**config.mk**
```make
export PLATFORM = sky130hd
export DESIGN_NAME = id_ex_stage
export DESIGN_NICKNAME = d
export VERILOG_FILES = /design/src/rtl/id_ex_stage.sv
export SDC_FILE = /design/constraint.sdc
export NUM_CORES = 1
export LEC_CHECK = 0
export CELL_PAD_IN_SITES_DETAIL_PLACEMENT = 2
export CELL_PAD_IN_SITES_GLOBAL_PLACEMENT = 2
export CORE_ASPECT_RATIO = 1.1
export CORE_MARGIN = 2
export CORE_UTILIZATION = 29
export CTS_BUF_LIST = sky130_fd_sc_hd__clkbuf_4 sky130_fd_sc_hd__clkbuf_8 sky130_fd_sc_hd__clkbuf_16
export DETAILED_ROUTE_END_ITERATION = 16
export GPL_TIMING_DRIVEN = 0
export PLACE_DENSITY_LB_ADDON = 0.25
export SLEW_MARGIN = 5
export SYNTH_ARGS = -nofsm -noshare
export SYNTH_HDL_FRONTEND = slang
export SYNTH_SLANG_ARGS = --single-unit
export TNS_END_PERCENT = 10
```
**constraint.sdc**
```tcl
create_clock -name clk -period 6.5 [get_ports clk]
set_input_delay 0.975 -clock clk [delete_from_list [all_inputs] [get_ports clk]]
set_output_delay 0.975 -clock clk [all_outputs]
set_load 0.02 [all_outputs]
```
**src/rtl/id_ex_stage.sv**
```systemverilog
// ID/EX pipeline register with operand forwarding, load-use bubble insertion, stall and flush.
// Define ID_EX_PERF_EN to add saturating bubble/stall/flush event counters.
module id_ex_stage #(
  parameter int XLEN       = 32,
  parameter int REG_ADDR_W = 5
) (
  input  logic                  clk,
  input  logic                  rst_n,
  input  logic                  id_valid,
  output logic                  id_ready,
  input  logic [XLEN-1:0]       id_pc,
  input  logic [XLEN-1:0]       id_rs1_data,
  input  logic [XLEN-1:0]       id_rs2_data,
  input  logic [XLEN-1:0]       id_imm,
  input  logic [REG_ADDR_W-1:0] id_rs1_addr,
  input  logic [REG_ADDR_W-1:0] id_rs2_addr,
  input  logic [REG_ADDR_W-1:0] id_rd_addr,
  input  logic [3:0]            id_alu_control,
  input  logic                  id_alu_src_a,
  input  logic                  id_alu_src_b,
  input  logic                  id_reg_write,
  input  logic                  id_mem_read,
  input  logic                  id_mem_write,
  input  logic                  mem_reg_write,
  input  logic [REG_ADDR_W-1:0] mem_rd_addr,
  input  logic [XLEN-1:0]       mem_fwd_data,
  input  logic                  wb_reg_write,
  input  logic [REG_ADDR_W-1:0] wb_rd_addr,
  input  logic [XLEN-1:0]       wb_data,
  input  logic                  ex_stall,
  input  logic                  flush,
  output logic                  ex_valid,
  output logic [XLEN-1:0]       ex_alu_a,
  output logic [XLEN-1:0]       ex_alu_b,
  output logic [3:0]            ex_alu_control,
  output logic [XLEN-1:0]       ex_store_data,
  output logic [XLEN-1:0]       ex_pc,
  output logic [REG_ADDR_W-1:0] ex_rd_addr,
  output logic                  ex_reg_write,
  output logic                  ex_mem_read,
  output logic                  ex_mem_write,
  output logic                  load_use_stall
`ifdef ID_EX_PERF_EN
  ,
  output logic [31:0]           perf_bubbles,
  output logic [31:0]           perf_stalls,
  output logic [31:0]           perf_flushes
`endif
);

  logic                  r_valid;
  logic [XLEN-1:0]       r_pc, r_rs1, r_rs2, r_imm;
  logic [REG_ADDR_W-1:0] r_rs1_addr, r_rs2_addr, r_rd_addr;
  logic [3:0]            r_alu_control;
  logic                  r_src_a, r_src_b;
  logic                  r_reg_write, r_mem_read, r_mem_write;

  logic                  w_mem_hit1, w_mem_hit2, w_wb_hit1, w_wb_hit2;
  logic                  w_cap_hit1, w_cap_hit2;
  logic [XLEN-1:0]       w_fwd_rs1, w_fwd_rs2;
  logic [XLEN-1:0]       w_cap_rs1, w_cap_rs2;
  logic                  w_load_use;

  // Forwarding on the registered source indices; MEM wins over WB, x0 never forwards.
  assign w_mem_hit1 = mem_reg_write && (mem_rd_addr != '0) && (mem_rd_addr == r_rs1_addr);
  assign w_mem_hit2 = mem_reg_write && (mem_rd_addr != '0) && (mem_rd_addr == r_rs2_addr);
  assign w_wb_hit1  = wb_reg_write  && (wb_rd_addr  != '0) && (wb_rd_addr  == r_rs1_addr);
  assign w_wb_hit2  = wb_reg_write  && (wb_rd_addr  != '0) && (wb_rd_addr  == r_rs2_addr);

  assign w_fwd_rs1 = w_mem_hit1 ? mem_fwd_data : (w_wb_hit1 ? wb_data : r_rs1);
  assign w_fwd_rs2 = w_mem_hit2 ? mem_fwd_data : (w_wb_hit2 ? wb_data : r_rs2);

  // WB writing the register file this cycle is not yet visible in the decode read data.
  assign w_cap_hit1 = wb_reg_write && (wb_rd_addr != '0) && (wb_rd_addr == id_rs1_addr);
  assign w_cap_hit2 = wb_reg_write && (wb_rd_addr != '0) && (wb_rd_addr == id_rs2_addr);
  assign w_cap_rs1  = w_cap_hit1 ? wb_data : id_rs1_data;
  assign w_cap_rs2  = w_cap_hit2 ? wb_data : id_rs2_data;

  assign w_load_use = r_valid && r_mem_read && (r_rd_addr != '0) && id_valid &&
                      ((r_rd_addr == id_rs1_addr) || (r_rd_addr == id_rs2_addr));

  assign load_use_stall = w_load_use;
  assign id_ready       = !ex_stall && !w_load_use && !flush;

  assign ex_valid       = r_valid;
  assign ex_alu_a       = r_src_a ? r_pc  : w_fwd_rs1;
  assign ex_alu_b       = r_src_b ? r_imm : w_fwd_rs2;
  assign ex_store_data  = w_fwd_rs2;
  assign ex_alu_control = r_alu_control;
  assign ex_pc          = r_pc;
  assign ex_rd_addr     = r_rd_addr;
  assign ex_reg_write   = r_reg_write;
  assign ex_mem_read    = r_mem_read;
  assign ex_mem_write   = r_mem_write;

  always_ff @(posedge clk or negedge rst_n) begin
    if (!rst_n) begin
      r_valid       <= 1'b0;
      r_pc          <= '0;
      r_rs1         <= '0;
      r_rs2         <= '0;
      r_imm         <= '0;
      r_rs1_addr    <= '0;
      r_rs2_addr    <= '0;
      r_rd_addr     <= '0;
      r_alu_control <= '0;
      r_src_a       <= 1'b0;
      r_src_b       <= 1'b0;
      r_reg_write   <= 1'b0;
      r_mem_read    <= 1'b0;
      r_mem_write   <= 1'b0;
    end else if (flush) begin
      r_valid     <= 1'b0;
      r_reg_write <= 1'b0;
      r_mem_read  <= 1'b0;
      r_mem_write <= 1'b0;
    end else if (ex_stall) begin
      // Latch forwarded values so a producer retiring mid-stall is not lost.
      r_rs1 <= w_fwd_rs1;
      r_rs2 <= w_fwd_rs2;
    end else if (w_load_use) begin
      r_valid     <= 1'b0;
      r_reg_write <= 1'b0;
      r_mem_read  <= 1'b0;
      r_mem_write <= 1'b0;
    end else begin
      r_valid       <= id_valid;
      r_pc          <= id_pc;
      r_rs1         <= w_cap_rs1;
      r_rs2         <= w_cap_rs2;
      r_imm         <= id_imm;
      r_rs1_addr    <= id_rs1_addr;
      r_rs2_addr    <= id_rs2_addr;
      r_rd_addr     <= id_rd_addr;
      r_alu_control <= id_alu_control;
      r_src_a       <= id_alu_src_a;
      r_src_b       <= id_alu_src_b;
      r_reg_write   <= id_reg_write & id_valid;
      r_mem_read    <= id_mem_read  & id_valid;
      r_mem_write   <= id_mem_write & id_valid;
    end
  end

`ifdef ID_EX_PERF_EN
  logic [31:0] r_perf_bubbles, r_perf_stalls, r_perf_flushes;
  logic        w_bubble;

  assign w_bubble = w_load_use && !ex_stall && !flush;

  always_ff @(posedge clk or negedge rst_n) begin
    if (!rst_n) begin
      r_perf_bubbles <= '0;
      r_perf_stalls  <= '0;
      r_perf_flushes <= '0;
    end else begin
      if (w_bubble && (r_perf_bubbles != '1)) r_perf_bubbles <= r_perf_bubbles + 32'd1;
      if (ex_stall && (r_perf_stalls  != '1)) r_perf_stalls  <= r_perf_stalls  + 32'd1;
      if (flush    && (r_perf_flushes != '1)) r_perf_flushes <= r_perf_flushes + 32'd1;
    end
  end

  assign perf_bubbles = r_perf_bubbles;
  assign perf_stalls  = r_perf_stalls;
  assign perf_flushes = r_perf_flushes;
`endif

endmodule

```
==> metrics.cfg, run 1 <==
[route]
vias_per_cell = 5.432
drt_wl_total_um = 47570
ant_nets = 0
vias = 9789
dr.pass1.iters = 4
drc = 0
drt-initial-drc-count = 491
wl_per_cell_um = 26.40

[global_route]
grt.overflow.total = 0
grt_pass1_wl_um = 71750
antenna_found_initial = 5
grt_pass1_vias = 11250
grt_max_degree = 79
track_usage_pct = 27.45

[setup_path]
crit_path_start_kind = input pin
worstPathMaxFanout = 10
critical_path_class = in -> out
cp-end-kind = primary output
critPathRequiredTime_ns = 5.52
reg2reg_slack_ns = 3.30
crit_arrival_ns = 4.54

[clock_tree]
clock_latency_ns = 0.45
cts.clk_slew.worst_paths_ns = 0.07
h-tree-depth = 4
postCtsSetupBuffers = 0
cts-root-buf = clkbuf_16
cts_tree = done
cts_resized = 0
cts_max_path_buffers = 2
cts_hold_buf = 0
cts_made_buffers = 17
cts_sinks = 153

[power_and_ir_drop]
powerDensity_nw_per_um2 = 245.7
power_leakage_nw = 5.367
p_switching_w = 0.001263
p_comb_share_pct = 39.7
netSwitchingFraction_pct = 35.29
p_int_w = 0.002317
pwr-share-clk_pct = 27.0
pwr-share-seq_pct = 33.3
peakVddDrop_mv = 0.1918

[synthesis]
syn-instance-count = 965
syn-num-nets = 1198
synth_enable_flop_cells = 0
synth.distinct_cells = 43
synth-async-reset-ratio_pct = 100.0
synth_ff_type = dfrtp_1
avgSynthCellArea_um2 = 10.11
ys_seq_area_share_pct = 39.23
synth-seq-cells = 153
syn_area_um2 = 9759
ys_warn_count = 0

[final_layout]
area_delta_synth_final_pct = 49.31
fin_util_pct = 43.90
nNetsFinal = 1587
drive_above_1_share_pct = 15.00

[floorplanning]
dieArea_um2 = 35140
start_util_pct = 29.40
fp.dieH_um = 196.4
rows = 70
pin_count = 376
core_region_area_um2 = 33190
die_width_um = 178.9

[sta]
period_needed_ns = 5.512
fmax_mhz = 181.4
worst_pin_slew_ns = 1.200
rsz0062_at_grt = no
setup-tns-final_ns = 0
hold_violations = 0
maxSlewHeadroom_pct = 19.31
slew_viol_final = 0
final.setup_skew_ns = 0.007219
setup_viol = 0
finalCritPeriodShare_pct = 84.80

[flow_run]
maxCapViolations = 0

[hold_path]
hp-class = in -> async

[outcome]
outcome = completed

[placement]
dpl.hpwl_um = 34840
place.gp.congestion = 0.7629
io_buffers = 369

==> routing by layer <==
| layer | share of wire, % | vias to the layer above | global-route usage [%] |
|---|---|---|---|
| met4 | 2.0 | 0 | 7.889 |
| met1 | 42 | 5050 | 33.31 |
| met5 | 0 | - | 0 |
| met3 | 5.9 | 51 | 6.192 |
| li1 | - | 4376 | - |
| met2 | 50 | 312 | 48.25 |
==> Yosys cell counts (2+ instances only) <==
cell type,n,area share [%]
xnor2_1,32,2.9
nand2_1,72,2.8
buf_2,29,1.5
a21oi_1,61,3.1
nor3_1,3,0.15
a2111oi_0,32,2.9
nor2_1,76,2.9
nand3_1,8,0.41
o221a_1,30,3.5
or4_1,2,0.15
o2bb2ai_1,27,2.4
mux2_2,117,13
o32a_1,32,3.3
a211oi_1,32,2.5
o21ai_0,33,1.7
nor4_4,2,0.44
o221a_2,2,0.23
a32oi_1,3,0.27
buf_4,4,0.31
xor2_1,8,0.72
buf_6,7,0.81
nor2b_1,55,3.5
clkbuf_1,50,1.9
mux2i_1,64,6.6
dfrtp_1,153,39
buf_1,2,0.077
a31o_1,3,0.27
a31o_2,3,0.27
and2b_1,9,0.69
==> layout make-up <==
type / count / area [µm²]
Timing Repair Buffer: 370 / 3726
Multi-Input combinational cell: 718 / 5479
Antenna cell: 3 / 7.507
Inverter: 2 / 7.507
Tap cell: 432 / 540.5
Clock inverter: 9 / 50.05
Fill cell: 3602 / 18620
Buffer: 92 / 449.2
Sequential cell: 153 / 3829
Clock buffer: 23 / 483.0
==> power groups by stage <==
stage / logic (W) / registers (W) / clock network, W
CTS: 0.00144 / 0.00119 / 0.000989
finish: 0.00142 / 0.00119 / 0.000968
detailed placement: 0.00143 / 0.00121 / 0
floorplan: 0.000668 / 0.00123 / 0
global route: 0.00152 / 0.00121 / 0.00102
global placement: 0.00139 / 0.00120 / 0
==> worst max-delay path, cell delays in order <==
cell             delay (ns)
clkdlybuf4s50_1        0.49
or4_1                  0.56
o21ai_0                0.17
or4_1                  0.19
buf_2                  0.25
clkbuf_1               0.56
nor2_1                 0.09
a21oi_1                0.39
mux2_2                 0.24
clkdlybuf4s50_1        0.61
==> path summary, 6_finish.rpt <==
| kind | cells past startpoint | endpoint | startpoint |
|---|---|---|---|
| worst max-delay path | 10 | ex_alu_b[11] | mem_rd_addr[1] |
| worst min-delay path | 1 | r_imm[9] | rst_n |
| worst max register to register | 8 | r_imm[5] | ex_rd_addr[2] |
| worst min register to register | 1 | r_rs2[5] | r_rs2[5] |
| max in group asynchronous | 2 | r_imm[24] | rst_n |
| min in group clk | 1 | r_rs2[5] | r_rs2[5] |
==> state kept, by name (all words and copies together) (netlist names) <==
register and flops:
r_imm 32, r_rs2_addr 5, r_rs1_addr 5, ex_mem_read 1
r_src_a 1, ex_rd_addr 5, r_rs1 32, r_src_b 1
ex_valid 1, ex_reg_write 1, ex_pc 32, r_rs2 32
ex_alu_control 4, ex_mem_write 1
==> cell families (layout without fill, tap and decap cells) <==
group                  count (synthesis)  after routing  share of synthesized area (%)
AO/OA/AOI/OAI                        263            263                          20.81
XOR/XNOR                              40             40                          3.590
buffers and inverters                 94            496                          4.680
multiplexers                         181            181                          20.06
flip-flops                           153            153                          39.23
other                                  0              3                              0
AND/OR/NAND/NOR                      234            234                          11.63
==> through the flow <==
stage	worst slack, ns	std cells	area, µm²	power, W	hold WS [ns]
3_5_place_dp	0.9530	1767	14030	0.002633	0.4877
6_report	0.9883	1802	14570	0.003581	0.4935
4_1_cts	0.9411	1799	14560	0.003618	0.5029
2_1_floorplan	2.511	965	9759	0.001896	0.4695
5_1_grt	0.8111	1801	14570	0.003752	0.5225
3_3_place_gp	-2.954	1766	13990	0.002593	0.4778
==> cells in the final DEF (no fill, tap or decap), types with 9 or more instances in the layout <==
master,count
a2111oi_0,32
a211oi_1,32
a21oi_1,61
and2b_1,9
buf_2,29
clkbuf_1,50
clkbuf_16,17
clkdlybuf4s50_1,368
dfrtp_1,153
mux2_2,117
mux2i_1,64
nand2_1,72
nor2_1,76
nor2b_1,55
o21ai_0,33
o221a_1,30
o2bb2ai_1,27
o32a_1,32
xnor2_1,32
No activity file was read; power rests on OpenSTA's default activity.
==> inputs of run 2 (changes only) <==
--- a/config.mk
+++ b/config.mk
@@ -9,7 +9,7 @@
 export CELL_PAD_IN_SITES_GLOBAL_PLACEMENT = 2
 export CORE_ASPECT_RATIO = 1.1
 export CORE_MARGIN = 2
-export CORE_UTILIZATION = 29
+export CORE_UTILIZATION = 24
 export CTS_BUF_LIST = sky130_fd_sc_hd__clkbuf_4 sky130_fd_sc_hd__clkbuf_8 sky130_fd_sc_hd__clkbuf_16
 export DETAILED_ROUTE_END_ITERATION = 16
 export GPL_TIMING_DRIVEN = 0
==> constraint.sdc (replaced) <==
create_clock -name clk -period 4.95 [get_ports clk]
set_input_delay 0.7425 -clock clk [delete_from_list [all_inputs] [get_ports clk]]
set_output_delay 0.7425 -clock clk [all_outputs]
set_load 0.02 [all_outputs]
==> run 2 against run 1 <==
  * Clock power rose by 55%
  * Sequential cell count did not move
  * Sequential power rose by 31%
  * Critical endpoint unchanged
  * Largest cell class unchanged
  * Critical path depth did not move
  * Wire length rose by 3.1%
  * Cell count rose by 4.5%
  * Total power rose by 38%
  * Highest routed layer is now met5
==> metrics.cfg, run 2 (synthesis gave the netlist of run 1 again) <==
[setup_path]
crit_arrival_ns = 4.06
critical_path_class = in -> out
worstPathCellList = clkdlybuf4s50_1 -> or4_1 -> o21ai_0 -> or4_1 -> buf_2 -> clkbuf_4 -> buf_2 -> a21oi_1 -> mux2_2 -> clkdlybuf4s50_1
cp-end-kind = primary output
crit_path_start_kind = input pin
crit_slowest_cell = or4_1
crit_buf_inv = 5
slowest_delay_ns = 0.57
worstPathMaxFanout = 10
path_delay_family = buffers and inverters
critPathRequiredTime_ns = 4.21

[sta]
slew_viol_final = 0
finalCritPeriodShare_pct = 97.06
hold_violations = 0
maxSlewHeadroom_pct = 32.46
rsz0062_at_grt = no
final.setup_skew_ns = 0.006890
fmax_mhz = 208.1
period_needed_ns = 4.804
setup_viol = 0
worst_pin_slew_ns = 1.006

[final_layout]
layout_commonest_cell = clkdlybuf4s50_1
nNetsFinal = 1586
final_cell_area_um2 = 14800
final_cells = 1883
drive_above_1_share_pct = 15.45
layout_common_cells = 368 x clkdlybuf4s50_1, 153 x dfrtp_1, 117 x mux2_2
fin_util_pct = 36.85
area_delta_synth_final_pct = 51.69

[clock_tree]
cts_tree = done
clock_latency_ns = 0.47
cts-root-buf = clkbuf_16
h-tree-depth = 4
cts_max_path_buffers = 2
cts.clk_slew.worst_paths_ns = 0.06
cts_sinks = 153
postCtsSetupBuffers = 0
cts_made_buffers = 17

[power_and_ir_drop]
total_power_w = 0.004934
powerDensity_nw_per_um2 = 333.3
power_leakage_nw = 5.421
peakVddDrop_mv = 0.2785

[flow_run]
maxCapViolations = 0

[floorplanning]
die_width_um = 196.3
dieArea_um2 = 42300
start_util_pct = 24.29
core_region_area_um2 = 40170
fp.dieH_um = 215.5
rows = 77
pin_count = 376

[placement]
io_buffers = 369
place.gp.congestion = 0.7595
dpl.hpwl_um = 36370
dp.cells = 1848
place_area_um2 = 14130

[route]
drt-initial-drc-count = 298
vias_per_cell = 5.083
vias = 9572
drc = 0
drt_wl_total_um = 49040
ant_nets = 0
wl_per_cell_um = 26.04
dr.pass1.iters = 6

[hold_path]
hp-class = in -> async

[outcome]
outcome = completed

[global_route]
grt_pass1_vias = 11140
track_usage_pct = 23.42
grt_max_degree = 83
grt_pass1_wl_um = 73280
antenna_found_initial = 3
grt.overflow.total = 0

## run 2: cell types whose count changed in the layout (fill, tap and decap cells not counted), moves of 2 or more
cell,delta
clkbuf_8,-2
clkbuf_1,-3
clkbuf_4,-2
clkbuf_2,+2
bufinv_16,+5
## run 2: final timing paths
| path | startpoint | endpoint | slack (ns) | cells past startpoint |
|---|---|---|---|---|
| max reg2reg | ex_rd_addr[0] | r_imm[8] | 1.90 | 7 |
| max | mem_rd_addr[1] | ex_alu_b[11] | 0.15 | 10 |
| min reg2reg | r_rs2[24] | r_rs2[24] | 0.50 | 1 |
| min in group clk | r_rs2[24] | r_rs2[24] | 0.50 | 1 |
| min | rst_n | r_imm[10] | 0.28 | 1 |
| max in group asynchronous | rst_n | r_rs2[25] | 3.75 | 2 |
## run 2: layout make-up
cell class / instances / area [µm²]
Inverter: 2 / 7.507
Clock buffer: 18 / 432.9
Antenna cell: 4 / 10.01
Timing Repair Buffer: 370 / 3726
Tap cell: 513 / 641.9
Clock inverter: 14 / 203.9
Buffer: 91 / 454.2
Fill cell: 4385 / 25370
Multi-Input combinational cell: 718 / 5499
Sequential cell: 153 / 3829
## run 2: what timing repair did
action,in CTS,in global routing
pin swaps,0,0
endpoints found under the setup margin,43,4
resized for setup,7,2
hold buffers,0,0
## run 2: where the power goes
group / switching [W] / internal [W]
logic: 0.000944 / 0.000926
clock network: 0.000610 / 0.000895
registers: 0.000125 / 0.00143
total: 0.00168 / 0.00325
## run 2: per-layer routing
| metal | vias up | share of wire [%] | wire [µm] | global-route usage (%) |
|---|---|---|---|---|
| li1 | 4372 | - | - | - |
| met1 | 4885 | 43 | 20950 | 28.51 |
| met2 | 261 | 50 | 24760 | 41.13 |
| met3 | 52 | 4.9 | 2402 | 5.173 |
| met4 | 2 | 1.9 | 916 | 6.970 |
| met5 | - | 0.031 | 15 | 0 |
## run 2: metrics by stage
stage / hold WS [ns] / setup TNS [ns] / worst slack [ns]
floorplan: 0.4469 / 0 / 1.426
global placement: 0.4787 / -683.17 / -4.480
detailed placement: 0.4860 / -2.350 / -0.1974
CTS: 0.3077 / -0.0001936 / -0.0001936
global route: 0.3340 / 0 / 0.01628
finish: 0.2836 / 0 / 0.1456
==> inputs of run 3 (changes only) <==
==> constraint.sdc (replaced) <==
create_clock -name clk -period 3.9 [get_ports clk]
set_input_delay 0.585 -clock clk [delete_from_list [all_inputs] [get_ports clk]]
set_output_delay 0.585 -clock clk [all_outputs]
set_load 0.02 [all_outputs]
==> run 3 against run 2 <==
  * Global-route usage increased by 0.13 points
  * Total power increased by 25%
  * Via count increased by 0.75%
  * Wire length increased by 0.57%
  * Clock skew about the same
  * Register-to-register slack got worse by 0.91 ns
  * Critical path type unchanged
==> metrics.cfg, run 3 (synthesis gave the netlist of run 1 again) <==
[outcome]
outcome = completed

[final_layout]
final_cells = 1892
layout_commonest_cell = clkdlybuf4s50_1
nNetsFinal = 1594
fill_cells = 4400
drive_above_1_share_pct = 18.70
fin_util_pct = 37.26
layout_common_cells = 271 x clkdlybuf4s50_1, 153 x dfrtp_1, 117 x mux2_2
area_delta_synth_final_pct = 53.37

[clock_tree]
cts_hold_buf = 0
cts_sinks = 153
cts.clk_slew.worst_paths_ns = 0.06
cts_made_buffers = 17
cts_tree = done
clock_latency_ns = 0.47
cts_max_path_buffers = 2
h-tree-depth = 4
cts-root-buf = clkbuf_16

[sta]
rsz0062_at_grt = yes
slew_viol_final = 0
worst_pin_slew_ns = 1.012
fmax_mhz = 261.8
maxSlewHeadroom_pct = 32.02
period_needed_ns = 3.820
setup_viol = 0
final.setup_skew_ns = 0.007177
finalCritPeriodShare_pct = 97.95
setup_slack_ns = 0.07998
hold_violations = 0

[placement]
io_buffers = 369
dp.cells = 1848
dpl.hpwl_um = 36370
post-place-ws_ns = -0.9324
place.gp.congestion = 0.7595

[global_route]
track_usage_pct = 23.54
grt.overflow.total = 0
grt_pass1_wl_um = 73710
grt.met3_usage_pct = 5.048
grtUsageMet2_pct = 41.13
grt_max_degree = 83
antenna_found_initial = 4
grt_pass1_vias = 11200
busiest_layer = met2
gr-usage-met1_pct = 29.00

[floorplanning]
core_region_area_um2 = 40170
rows = 77
die_width_um = 196.3
start_util_pct = 24.29
fp.dieH_um = 215.5
pin_count = 376
dieArea_um2 = 42300

[route]
wl_per_cell_um = 26.07
vias_per_cell = 5.097
vias = 9644
ant_nets = 0
dr.pass1.iters = 4
drt-initial-drc-count = 302
drt_wl_total_um = 49320
drc = 0

[setup_path]
crit_path_start_kind = input pin
slowest_delay_ns = 0.57
crit_arrival_ns = 3.24
cp-end-kind = primary output
reg2reg_slack_ns = 0.99
critPathRequiredTime_ns = 3.31
critical_path_class = in -> out
worstPathCellList = clkdlybuf4s50_1 -> or4_1 -> o21ai_0 -> or4_4 -> buf_6 -> buf_8 -> buf_6 -> a21oi_2 -> mux2_2 -> dlygate4sd2_1
crit_slowest_cell = or4_1
cp_common_cell = buf_6
worstPathMaxFanout = 10

[power_and_ir_drop]
powerDensity_nw_per_um2 = 411.0
power_leakage_nw = 5.685
peakVddDrop_mv = 0.3435

[flow_run]
maxCapViolations = 0

[hold_path]
hp-class = in -> async

==> run 3: area by class of cell <==
type	instances	area (µm²)	area share, %
Multi-Input combinational cell	718	5617	37.52
Buffer	91	538.0	3.594
Clock buffer	18	432.9	2.892
Inverter	2	7.507	0.05015
Clock inverter	14	203.9	1.363
Timing Repair Buffer	378	3686	24.63
Antenna cell	5	12.51	0.08359
Sequential cell	153	3829	25.58
Tap cell	513	641.9	4.288
==> run 3: repair_timing <==
action,in CTS,in global routing
pin swaps,4,1
setup endpoints to repair,97,43
resized for setup,159,31
setup buffers,8,0
==> run 3: critical path: cells and delay by family <==
kind,cells,cell delay (ns)
AOI/OAI and AO/OA,2,0.27
muxes,1,0.27
and+or+nand+nor,2,0.74
buffers and inverters,5,1.35
==> run 3: worst paths after layout <==
path / start / to / cells past startpoint
setup / recovery: mem_rd_addr[1] / ex_alu_b[22] / 10
hold / removal: rst_n / r_imm[10] / 1
hold reg to reg: r_rs2[24] / r_rs2[24] / 1
max in group asynchronous: rst_n / r_rs2[25] / 2
min in group clk: flush / ex_reg_write / 2
setup reg to reg: ex_rd_addr[4] / r_rs2[28] / 7
==> run 3: per-layer routing <==
layer	routed length [µm]	vias up
li1	-	4398
met1	21250	4915
met2	24740	274
met3	2399	55
met4	914	2
met5	15	-
==> run 3: per-stage QoR <==
step	power (W)	instance area [µm²]	hold WS [ns]	setup TNS [ns]
global route	0.006467	14960	0.1765	-0.01090
CTS	0.006235	14900	0.1502	-0.2085
detailed placement	0.004403	14130	0.4860	-72.60
finish	0.006152	14970	0.1241	0
global placement	0.004355	14090	0.4787	-888.98
floorplan	0.003160	9759	0.2894	0
==> run 3: where the power goes <==
| part | internal (W) | switching (W) |
|---|---|---|
| clock | 0.00114 | 0.000776 |
| sequential | 0.00182 | 0.000160 |
| combinational | 0.00105 | 0.00121 |
| total | 0.00401 | 0.00215 |
==> RTL edit 1, RTL diff (settings of run 3) <==
`REG_ADDR_W`: 5 -> 6.
--- a/src/rtl/id_ex_stage.sv
+++ b/src/rtl/id_ex_stage.sv
@@ -4,3 +4,3 @@
   parameter int XLEN       = 32,
-  parameter int REG_ADDR_W = 5
+  parameter int REG_ADDR_W = 6
 ) (
Ports: changed (6 resized); port bits go from 376 to 382. No check against the original RTL was run, so the function may have changed too.
==> RTL edit 1 against run 3 <==
  * The flow now finishes with violations (negative setup slack)
  * Largest power group unchanged
  * Worst setup slack got worse by 85 ps
  * Synthesized area increased by 7.1%
  * Design area increased by 9.1%
  * Largest cell class unchanged
  * Critical endpoint is now ex_alu_a[14]
  * Wire length increased by 13%
  * Sequential cell count increased by 3
  * Global-route usage increased by 1.1 points
  * Power increased by 6.6%
==> RTL edit 1: results (changes against run 3) <==
* Failing checks: negative setup slack
* Global placement routability congestion at 0.814 (+7.1%)
* Bufs w/o clock at 505 (+7.7%)
* Register area share after synthesis at 0.374 (-0.0188)
* Final worst slack at -4.66 ps (-84.6 ps)
* Filler cells at 4715 (+7.2%)
* WL per Instance at 26.7 um (+2.5%)
* Minimum hold slack at 46.9 ps (-77.2 ps)
* Status: finished, violations left
* Setup violators final at 1 (+1)
* Largest net degree at the start of global routing at 87 (+4.8%)
* Compound-Gate Fraction of Synth Area at 0.196 (-0.0117)
* Synth Area in XOR/XNOR at 0.0402 (+0.00433)
* Top cells by count, synth: dfrtp_1, inv_1, clkbuf_1
* Cell total after placement at 2042 (+10%)
* Layout clock buffers at 21 (+3)
* Clock buf/inv share at 0.0388 (-0.00377)
* Num Clock Sinks at 156 (+2.0%)
* Nets@finish at 1731 (+8.6%)
* Floorplan core area at 43100 um^2 (+7.4%)
* Vias at 11100 (+15%)
* Clk_skew at 10.1 ps (+2.94 ps)
* Routed length on met3 at 2950 um (+23%)
* Data buffer area share at 0.267 (-0.0147)
* Fraction of area in multi-input gates at 0.381 (+0.00528)
## RTL edit 1: worst reg2reg max path: cells and delay by family, from the launching register on
family,cells,cell delay (ps)
xor gates and xnor gates,1,210
AOI/OAI and AO/OA,3,930
buffers and inverters,2,1610
and+or+nand+nor,1,70
DFF,1,450
## RTL edit 1: power by group through the flow
| stage | registers [mW] | logic [mW] | clock network, mW |
|---|---|---|---|
| detailed placement | 2.02 | 2.65 | 0 |
| CTS | 1.99 | 2.67 | 1.94 |
| finish | 1.99 | 2.68 | 1.88 |
| floorplan | 2.06 | 1.23 | 0 |
| global route | 2.02 | 2.87 | 1.99 |
| global placement | 2.01 | 2.59 | 0 |
## RTL edit 1: cell families after synthesis
kind of cell / Yosys count
AOI/OAI and AO/OA: 265
xor gates and xnor gates: 48
buffers and inverters: 252
DFF: 156
muxes: 152
and+or+nand+nor: 219
==> RTL edit 2, RTL diff (config.mk and constraints of run 3) <==
Without the edit above. The option `ID_EX_PERF_EN` is turned on by a define.
--- a/src/rtl/id_ex_stage.sv
+++ b/src/rtl/id_ex_stage.sv
@@ -2,2 +2,4 @@
 // Define ID_EX_PERF_EN to add saturating bubble/stall/flush event counters.
+`define ID_EX_PERF_EN
+
 module id_ex_stage #(
Function (old outputs only; new: perf_bubbles, perf_flushes and perf_stalls): kept (Yosys induction, for registers that start in step).
==> RTL edit 2 against run 3 <==
  * Non-clock buffer count is 98 higher
  * Count of clock-buffer cells in the layout is 34 higher
  * Design area rose by 42%
  * Fmax increased by 0.13%
  * Power increased by 48%
  * Largest cell class unchanged
  * Sequential cell count rose by 96
  * Synthesized area grew 46%
  * Sequential share of layout area grew 3.8 points
  * Wire length rose by 42%
  * Worst setup slack improved by 4.9 ps
  * First-iteration DRC count increased by 52%
==> RTL edit 2: results (changes against run 3) <==
* Global placement routability congestion at 0.791 (+4.2%)
* Global-route wire length before repair at 104000 um (+41%)
* Cell total after placement at 2611 (+41%)
* Ratio of cells with drive above 1 in the final layout at 0.130 (-0.0566)
* Met3 Usage GRT at 0.0695 (+0.0190)
* Nets@finish at 2125 (+33%)
* Filler cells at 6367 (+45%)
* Worst slack, placed at -874 ps (+58.2 ps)
* R2R cell count at 8 (+1)
* Post-Synthesis Cells at 1384 (+43%)
* Clock Tree Buf Depth at 3 (+1)
* Minimum hold slack at 9.53 ps (-115 ps)
* Post-synthesis net count at 1620 (+35%)
* Post-synth cell types at 61 (+42%)
* Critical Path Start: mem_rd_addr[3]
* Worst setup path endpoint: ex_alu_b[1]
* Total GRT Usage at 0.226 (-0.00959)
* M1 GR Usage at 0.263 (-0.0273)
* H-tree Lvls at 2 (-2)
* Clk_skew at 13.4 ps (+6.18 ps)
* Largest net degree at the start of global routing at 92 (+11%)
* Worst r2r dst: r_rs1[26]$_DFFE_PN0P_
* Final HPWL from detailed placement at 53700 um (+48%)
* Status: finished, final reports clean
* Register area share after synthesis at 0.436 (+0.0436)
* CP arrival at 3230 ps (about the same)
==> RTL edit 2: cell types whose count changed after synthesis, sizes merged, moves of 33 or more <==
cell	run 3	this run
xor2	8	41
nand3	8	46
nand2	73	106
xnor2	32	90
nand4	1	34
dfrtp	153	249
==> RTL edit 2: critical path, delay by kind of cell <==
| kind | cells | cell delay [ps] |
|---|---|---|
| compound gates | 2 | 350 |
| buf+inv | 5 | 1340 |
| mux | 1 | 220 |
| simple gates | 2 | 730 |
==> RTL edit 2: logic make-up (layout without fill, tap and decap cells) <==
logic type                 after synthesis  count (layout)  synth area share
xor gates and xnor gates               131             131            0.0803
DFF                                    249             249             0.436
and+or+nand+nor                        428             428             0.156
muxes                                  185             185             0.140
buffers and inverters                  112             637            0.0366
adders and majority gates                3               3           0.00263
AOI/OAI and AO/OA                      276             276             0.149
other                                    0              15                 0
==> RTL edit 2: layout make-up <==
class	instances	area share
clock inverter	5	0.00236
inverter	13	0.00230
clock buffer	52	0.0507
multi-input combinational	1023	0.360
tap	760	0.0448
sequential	249	0.293
timing repair buffer	469	0.218
buffer	98	0.0262
antenna	15	0.00177
==> RTL edit 2: layer usage <==
layer	wire length, um	up-vias
met2	35000	340
met3	4500	120
met4	1850	34
li1	-	6090
met5	218	-
met1	28300	6908
==> RTL edit 2: timing repair <==
action                                 4_1_cts  5_1_grt
resized for setup                          164       28
setup buffers                                2        0
setup endpoints to repair                   98       60
endpoints found under the hold margin        0        0
pin swaps                                    1        1
==> RTL edit 2: where the power goes <==
group	internal [mW]	total, mW	switching, mW
Sequential	2.89	3.17	0.282
Clock	1.96	3.23	1.27
Combinational	1.21	2.69	1.48
